[src/rtl/register_bank_if.sv]
// register_bank_if: request/response bundle between a register_bank and its
// requester (writes, read-address decode, clear-all control, array view).
//   master: drives WriteEnable/WriteAddress/WriteData, ReadRequest/ReadAddress,
//           ClearStart; observes WriteAccept, ReadAddressDecoded, ReadValid,
//           Busy and RegisterFile.
//   slave : the register bank itself (opposite directions).
// Addresses are binary 0..DEPTH-1 and map to entries 1..DEPTH; entries and
// select bits are numbered from 1.
interface register_bank_if #(
  parameter int unsigned WIDTH  = 16,
  parameter int unsigned DEPTH  = 32,
  parameter int unsigned ADDR_W = 5
);

  logic                WriteEnable;
  logic [ADDR_W-1:0]   WriteAddress;
  logic [WIDTH:1]      WriteData;
  logic                WriteAccept;

  logic                ReadRequest;
  logic [ADDR_W-1:0]   ReadAddress;
  logic [DEPTH:1]      ReadAddressDecoded;
  logic                ReadValid;

  logic                ClearStart;
  logic                Busy;

  logic [WIDTH:1]      RegisterFile [1:DEPTH];

  modport master (
    output WriteEnable, WriteAddress, WriteData,
    output ReadRequest, ReadAddress,
    output ClearStart,
    input  WriteAccept, ReadAddressDecoded, ReadValid, Busy, RegisterFile
  );

  modport slave (
    input  WriteEnable, WriteAddress, WriteData,
    input  ReadRequest, ReadAddress,
    input  ClearStart,
    output WriteAccept, ReadAddressDecoded, ReadValid, Busy, RegisterFile
  );

endinterface

[src/rtl/register_bank.sv]
// register_bank: 32x16 register storage with binary-addressed writes, a
// registered one-hot read-select decoder feeding an external one-hot mux, and
// a sequenced clear-all that zeroes one entry per cycle.
// Ports:
//   Clock : rising-edge clock for all state.
//   Reset : synchronous, active-high; overrides everything, including a clear.
//   bus   : register_bank_if.slave (write port, read decode, clear control,
//           Busy, and the whole array exposed as RegisterFile[1..DEPTH]).
// Configuration macro:
//   REGFILE_ZERO_REG_EN : entry 1 (address 0) is hardwired to zero; writes to
//                         address 0 are still accepted but discarded.
module register_bank #(
  parameter int unsigned WIDTH  = 16,
  parameter int unsigned DEPTH  = 32,
  parameter int unsigned ADDR_W = 5
) (
  input  logic           Clock,
  input  logic           Reset,
  register_bank_if.slave bus
);

  localparam logic [ADDR_W-1:0] LAST_INDEX = ADDR_W'(DEPTH - 1);

  typedef enum logic {
    IDLE  = 1'b0,
    CLEAR = 1'b1
  } bankStateT;

  bankStateT          state;
  bankStateT          stateNext;
  logic [ADDR_W-1:0]  clearCount;
  logic [ADDR_W-1:0]  clearCountNext;
  logic               busyQ;

  logic               storeEn;
  logic [ADDR_W-1:0]  storeAddr;
  logic [WIDTH:1]     storeData;
  logic               writeKept;

  logic [WIDTH:1]     storage [DEPTH];

  // Writes that survive the zero-register rule
`ifdef REGFILE_ZERO_REG_EN
  assign writeKept = (bus.WriteAddress != '0);
`else
  assign writeKept = 1'b1;
`endif

  // Writes are only taken while no clear sweep is running
  assign bus.WriteAccept = bus.WriteEnable & ~busyQ;

  // State and sweep-counter registers
  always_ff @(posedge Clock) begin
    if (Reset) begin
      state      <= IDLE;
      clearCount <= '0;
      busyQ      <= 1'b0;
    end else begin
      state      <= stateNext;
      clearCount <= clearCountNext;
      busyQ      <= (stateNext == CLEAR);
    end
  end

  // Next-state logic and the single storage write port (user write or sweep)
  always_comb begin
    stateNext      = state;
    clearCountNext = clearCount;
    storeEn        = 1'b0;
    storeAddr      = '0;
    storeData      = '0;
    case (state)
      IDLE: begin
        if (bus.WriteEnable && writeKept) begin
          storeEn   = 1'b1;
          storeAddr = bus.WriteAddress;
          storeData = bus.WriteData;
        end
        // A write in the same cycle still lands; the sweep zeroes it later
        if (bus.ClearStart) begin
          stateNext      = CLEAR;
          clearCountNext = '0;
        end
      end
      CLEAR: begin
        storeEn        = 1'b1;
        storeAddr      = clearCount;
        storeData      = '0;
        clearCountNext = clearCount + ADDR_W'(1);
        if (clearCount == LAST_INDEX) begin
          stateNext = IDLE;
        end
      end
      default: begin
        stateNext      = IDLE;
        clearCountNext = '0;
      end
    endcase
  end

  assign bus.Busy = busyQ;

  // Storage array
  always_ff @(posedge Clock) begin
    if (Reset) begin
      storage <= '{default: '0};
    end else if (storeEn) begin
      storage[storeAddr] <= storeData;
    end
  end

  // Registered one-hot read select; bit ReadAddress+1 of [DEPTH:1]
  always_ff @(posedge Clock) begin
    if (Reset) begin
      bus.ReadAddressDecoded <= '0;
      bus.ReadValid          <= 1'b0;
    end else if (bus.ReadRequest) begin
      bus.ReadAddressDecoded <= DEPTH'(1) << bus.ReadAddress;
      bus.ReadValid          <= 1'b1;
    end else begin
      bus.ReadAddressDecoded <= '0;
      bus.ReadValid          <= 1'b0;
    end
  end

  // Array view: storage[0] is entry 1
  always_comb begin
    bus.RegisterFile = storage;
`ifdef REGFILE_ZERO_REG_EN
    bus.RegisterFile[1] = '0;
`endif
  end

endmodule

[src/flat_wrapper.sv]
// flat-port wrapper written by rule: the top's interface ports become plain ports
module register_bank_flat 
#(
  parameter int unsigned WIDTH  = 16,
  parameter int unsigned DEPTH  = 32,
  parameter int unsigned ADDR_W = 5
)
  (Clock, Reset, bus_WriteEnable, bus_WriteAddress, bus_WriteData, bus_ReadRequest, bus_ReadAddress, bus_ClearStart, bus_WriteAccept, bus_ReadAddressDecoded, bus_ReadValid, bus_Busy, bus_RegisterFile);
  register_bank_if #(.WIDTH(WIDTH), .DEPTH(DEPTH), .ADDR_W(ADDR_W)) bus_i ();
  input  logic Clock;
  input  logic Reset;
  input wire logic [$bits(bus_i.WriteEnable)-1:0] bus_WriteEnable;
  input wire logic [$bits(bus_i.WriteAddress)-1:0] bus_WriteAddress;
  input wire logic [$bits(bus_i.WriteData)-1:0] bus_WriteData;
  input wire logic [$bits(bus_i.ReadRequest)-1:0] bus_ReadRequest;
  input wire logic [$bits(bus_i.ReadAddress)-1:0] bus_ReadAddress;
  input wire logic [$bits(bus_i.ClearStart)-1:0] bus_ClearStart;
  output wire logic [$bits(bus_i.WriteAccept)-1:0] bus_WriteAccept;
  output wire logic [$bits(bus_i.ReadAddressDecoded)-1:0] bus_ReadAddressDecoded;
  output wire logic [$bits(bus_i.ReadValid)-1:0] bus_ReadValid;
  output wire logic [$bits(bus_i.Busy)-1:0] bus_Busy;
  output wire logic [$bits(bus_i.RegisterFile)-1:0] bus_RegisterFile;
  assign bus_i.WriteEnable = bus_WriteEnable;
  assign bus_i.WriteAddress = bus_WriteAddress;
  assign bus_i.WriteData = bus_WriteData;
  assign bus_i.ReadRequest = bus_ReadRequest;
  assign bus_i.ReadAddress = bus_ReadAddress;
  assign bus_i.ClearStart = bus_ClearStart;
  assign bus_WriteAccept = bus_i.WriteAccept;
  assign bus_ReadAddressDecoded = bus_i.ReadAddressDecoded;
  assign bus_ReadValid = bus_i.ReadValid;
  assign bus_Busy = bus_i.Busy;
  assign bus_RegisterFile = {>>{bus_i.RegisterFile}};
  register_bank #(.WIDTH(WIDTH), .DEPTH(DEPTH), .ADDR_W(ADDR_W)) u_core (.Clock(Clock), .Reset(Reset), .bus(bus_i));
endmodule
[config.mk]
export PLATFORM = sky130hd
export DESIGN_NAME = register_bank_flat
export DESIGN_NICKNAME = d
export VERILOG_FILES = /design/src/rtl/register_bank_if.sv /design/src/rtl/register_bank.sv /design/src/flat_wrapper.sv
export SDC_FILE = /design/constraint.sdc
export NUM_CORES = 1
export LEC_CHECK = 0
export ABC_AREA = 1
export CAP_MARGIN = 20
export CORE_AREA = 2 2 222 224
export CTS_BUF_LIST = sky130_fd_sc_hd__clkbuf_8
export DETAILED_ROUTE_END_ITERATION = 16
export DIE_AREA = 0 0 224 226
export PLACE_DENSITY = 0.78
export SYNTH_ARGS = -nofsm -noshare
export SYNTH_HDL_FRONTEND = slang
export SYNTH_SLANG_ARGS = --single-unit
[constraint.sdc]
create_clock -name Clock -period 1.5 [get_ports Clock]
set_input_delay 0.3 -clock Clock [delete_from_list [all_inputs] [get_ports Clock]]
set_output_delay 0.3 -clock Clock [all_outputs]
set_load 0.01 [all_outputs]
==> reports/qor.yml <==
clock_tree:
  clkSlewWorstSetupHoldPaths_ns: 0.06
  root_buffer: "clkbuf_8"
  clk_latency_ns: 0.68
  clock-sinks: 551
  cts_buffers: 90
  cts_buffer_depth: 3
  htree_num_levels: 3
  cts_tree: "done"
status:
  violations: "setup timing"
  outcome: "complete, but fails checks"
detailed_routing:
  drc: 0
  via_count: 22391
  antenna_left: 0
  drt_pass1_iterations: 6
  vias_per_cell: 5.05
  drt_iter0_markers: 2087
  wl_per_cell_um: 18.5
  wl_um: 82100
grt:
  grt_max_degree: 61
  track_usage: 0.307
  grt_pass1_vias: 20376
  antenna_found_initial: 1
  grt-ovfl-total: 0
  grt_pass1_wl_um: 119000
floorplanning:
  chipHeight_um: 226
  rows: 81
  design.die.area_mm2: 0.0506
  core_mm2: 0.0483
  die_x_um: 224
  start_util: 0.445
  pin_count: 578
layout:
  fillers: 4117
  area_delta_synth_final_pct: 44.8
  nNetsFinal: 3778
  drive_gt1_frac: 0.347
  post-route-util: 0.644
  layout_common_cells: "nor2_1 (1056), nand2_1 (805), buf_2 (371)"
  mostFrequentLayoutCell: "nor2_1"
  n_antenna_cell: 0
setup_path:
  ff2ff_path_depth: 11
  cp-end-kind: "flip-flop"
  worst_ep_arrival_time_ns: 2.40
  start_kind: "flip-flop"
  reg2reg_from: "u_core.bus.Busy"
  cp_max_fo: 18
  criticalPathCategory: "reg2reg"
  reg2reg_slack_ns: -0.33
  required_ns: 2.07
  reg2reg_to: "u_core.bus.RegisterFile[479]"
  path_cells: "buf_8, buf_8, nand2_4, nand2_4, buf_4, nor2_4, buf_12, buf_12, nand2_1, nor2_1, nor2_1"
  cp_slowest_stage_delay_ns: 0.36
  slowest_stage: "dfxtp_4"
logic_synthesis:
  synth_seq_cells: 551
  yosys_warnings: 0
  syn_nets: 3118
  synth.avg_cell_area_um2: 6.97
  synthCells: 3085
  ys_types: 26
  ys_seq_area_frac: 0.513
  synth_top_cell_area_share: 0.513
  syn_area_mm2: 0.0215
  yosysTopAreaCell: "dfxtp_1"
  synthTopCellsByArea: "dfxtp_1 (51%), nor2_1 (19%), nand2_1 (15%)"
sta:
  setup-violations-final: 514
  drv_slew: 0
  rsz0062_at_grt: "true"
  min_period_ns: 1.83
  fin_crit_sh: 1.22
  relSlewSlack: 0.763
  worst_slack_ns: -0.329
  finalHoldViolCount: 0
  max_freq_mhz: 547
  fin_worst_skew_ns: 0.0231
  tightest_slew_ns: 0.353
placement:
  place_hpwl_um: 52100
  buffer_ports.inserted: 577
  gp_congestion: 0.895
power:
  power.density_mw_per_mm2: 1040
  finalPower_mw: 32.3
  p_leak_nw: 14.6
  ir_worst_vdd_mv: 0.760
hold_path:
  hold-path-cell-count: 3
  hp-class: "in2reg"
  hp-start: "bus_ReadRequest"
  min_to: "u_core.bus.ReadValid"
job:
  max_cap_violations: 0
-- registers in the layout, summed over array words and instances, names as in the netlist --
register / cells
u_core.bus.Busy: 1
u_core.bus.ReadAddressDecoded: 32
u_core.bus.ReadValid: 1
u_core.bus.RegisterFile: 512
u_core.clearCount: 5
-- Yosys cell counts --
cell type / number
nand2_2: 6
dfxtp_1: 551
nand3_2: 3
nand2_4: 8
buf_6: 4
nor2_4: 17
a211oi_1: 2
buf_4: 13
o211ai_1: 1
nand4_1: 16
clkbuf_1: 56
o21bai_1: 5
nor3_1: 6
a21oi_1: 5
nor2_1: 1069
o21ai_4: 1
nor2_8: 1
inv_1: 47
buf_2: 127
ha_1: 2
nand2_1: 843
nand3_4: 1
nand3_1: 253
nor2_2: 13
inv_2: 2
buf_1: 33
-- routing by layer --
layer  vias to the layer above  wire length, µm  track usage
met5                         -               10            0
met2                      1151            38200        0.498
met4                         2             4190        0.167
li1                      10769                -            -
met3                       253             7660       0.0735
met1                     10216            32100        0.376
-- critical path: cells and delay by family (launching register included) --
| kind | cells | cell delay (ns) |
|---|---|---|
| and+or+nand+nor | 6 | 0.60 |
| DFF | 1 | 0.36 |
| buffers and inverters | 5 | 0.74 |
-- where the power goes --
part | switching (mW) | leakage [nW] | internal, mW
Combinational | 2.32 | 8.96 | 1.52
Clock | 6.08 | 1.07 | 7.28
Sequential | 0.165 | 4.61 | 14.9
-- kinds of logic (layout without fill, tap and decap cells) --
family | after synthesis | in the layout | synth area share
DFF | 551 | 551 | 0.513
adders and majority gates | 2 | 2 | 0.00116
buffers and inverters | 282 | 1009 | 0.0603
AOI/OAI and AO/OA | 14 | 14 | 0.00472
and+or+nand+nor | 2236 | 2237 | 0.421
-- what timing repair did --
action                      CTS  global route
gates resized for setup    2746            49
setup endpoints to repair  1059           537
hold buffers                  0             0
pin swaps                    13            21
buffers inserted             17            19
gates cloned                  9             9
-- worst max path at each step --
stage               cells past startpoint             from                            to  slack (ns)
global placement                       10  bus_WriteEnable  u_core.bus.RegisterFile[104]       -0.70
floorplan                               9  u_core.bus.Busy  u_core.bus.RegisterFile[411]       -0.11
CTS                                     4  u_core.bus.Busy               bus_WriteAccept       -0.33
global route                           11  u_core.bus.Busy  u_core.bus.RegisterFile[479]       -0.41
detailed placement                     11  bus_WriteEnable  u_core.bus.RegisterFile[185]       -0.78
finish                                 11  u_core.bus.Busy  u_core.bus.RegisterFile[479]       -0.33
-- layout make-up --
type | instances | area [µm²] | area share
Multi-Input combinational cell | 2253 | 9660 | 0.310
Inverter | 49 | 199 | 0.00639
Tap cell | 622 | 778 | 0.0250
Timing Repair Buffer | 800 | 7200 | 0.231
Sequential cell | 551 | 11400 | 0.368
Clock buffer | 113 | 1560 | 0.0500
Clock inverter | 47 | 283 | 0.00909
-- per-stage QoR --
stage	TNS, ns	hold WS, ns	instances	setup WS [ns]	instance area (µm²)
3_3_place_gp	-338.51	0.449	4222	-0.697	29500
2_1_floorplan	-35.39	0.430	3085	-0.107	22200
6_report	-116.27	0.158	4435	-0.329	31100
5_1_grt	-150.10	0.164	4435	-0.415	31100
4_1_cts	-118.36	0.105	4407	-0.328	30500
3_5_place_dp	-366.01	0.457	4222	-0.785	29500
(Power assumes the default switching activity.)
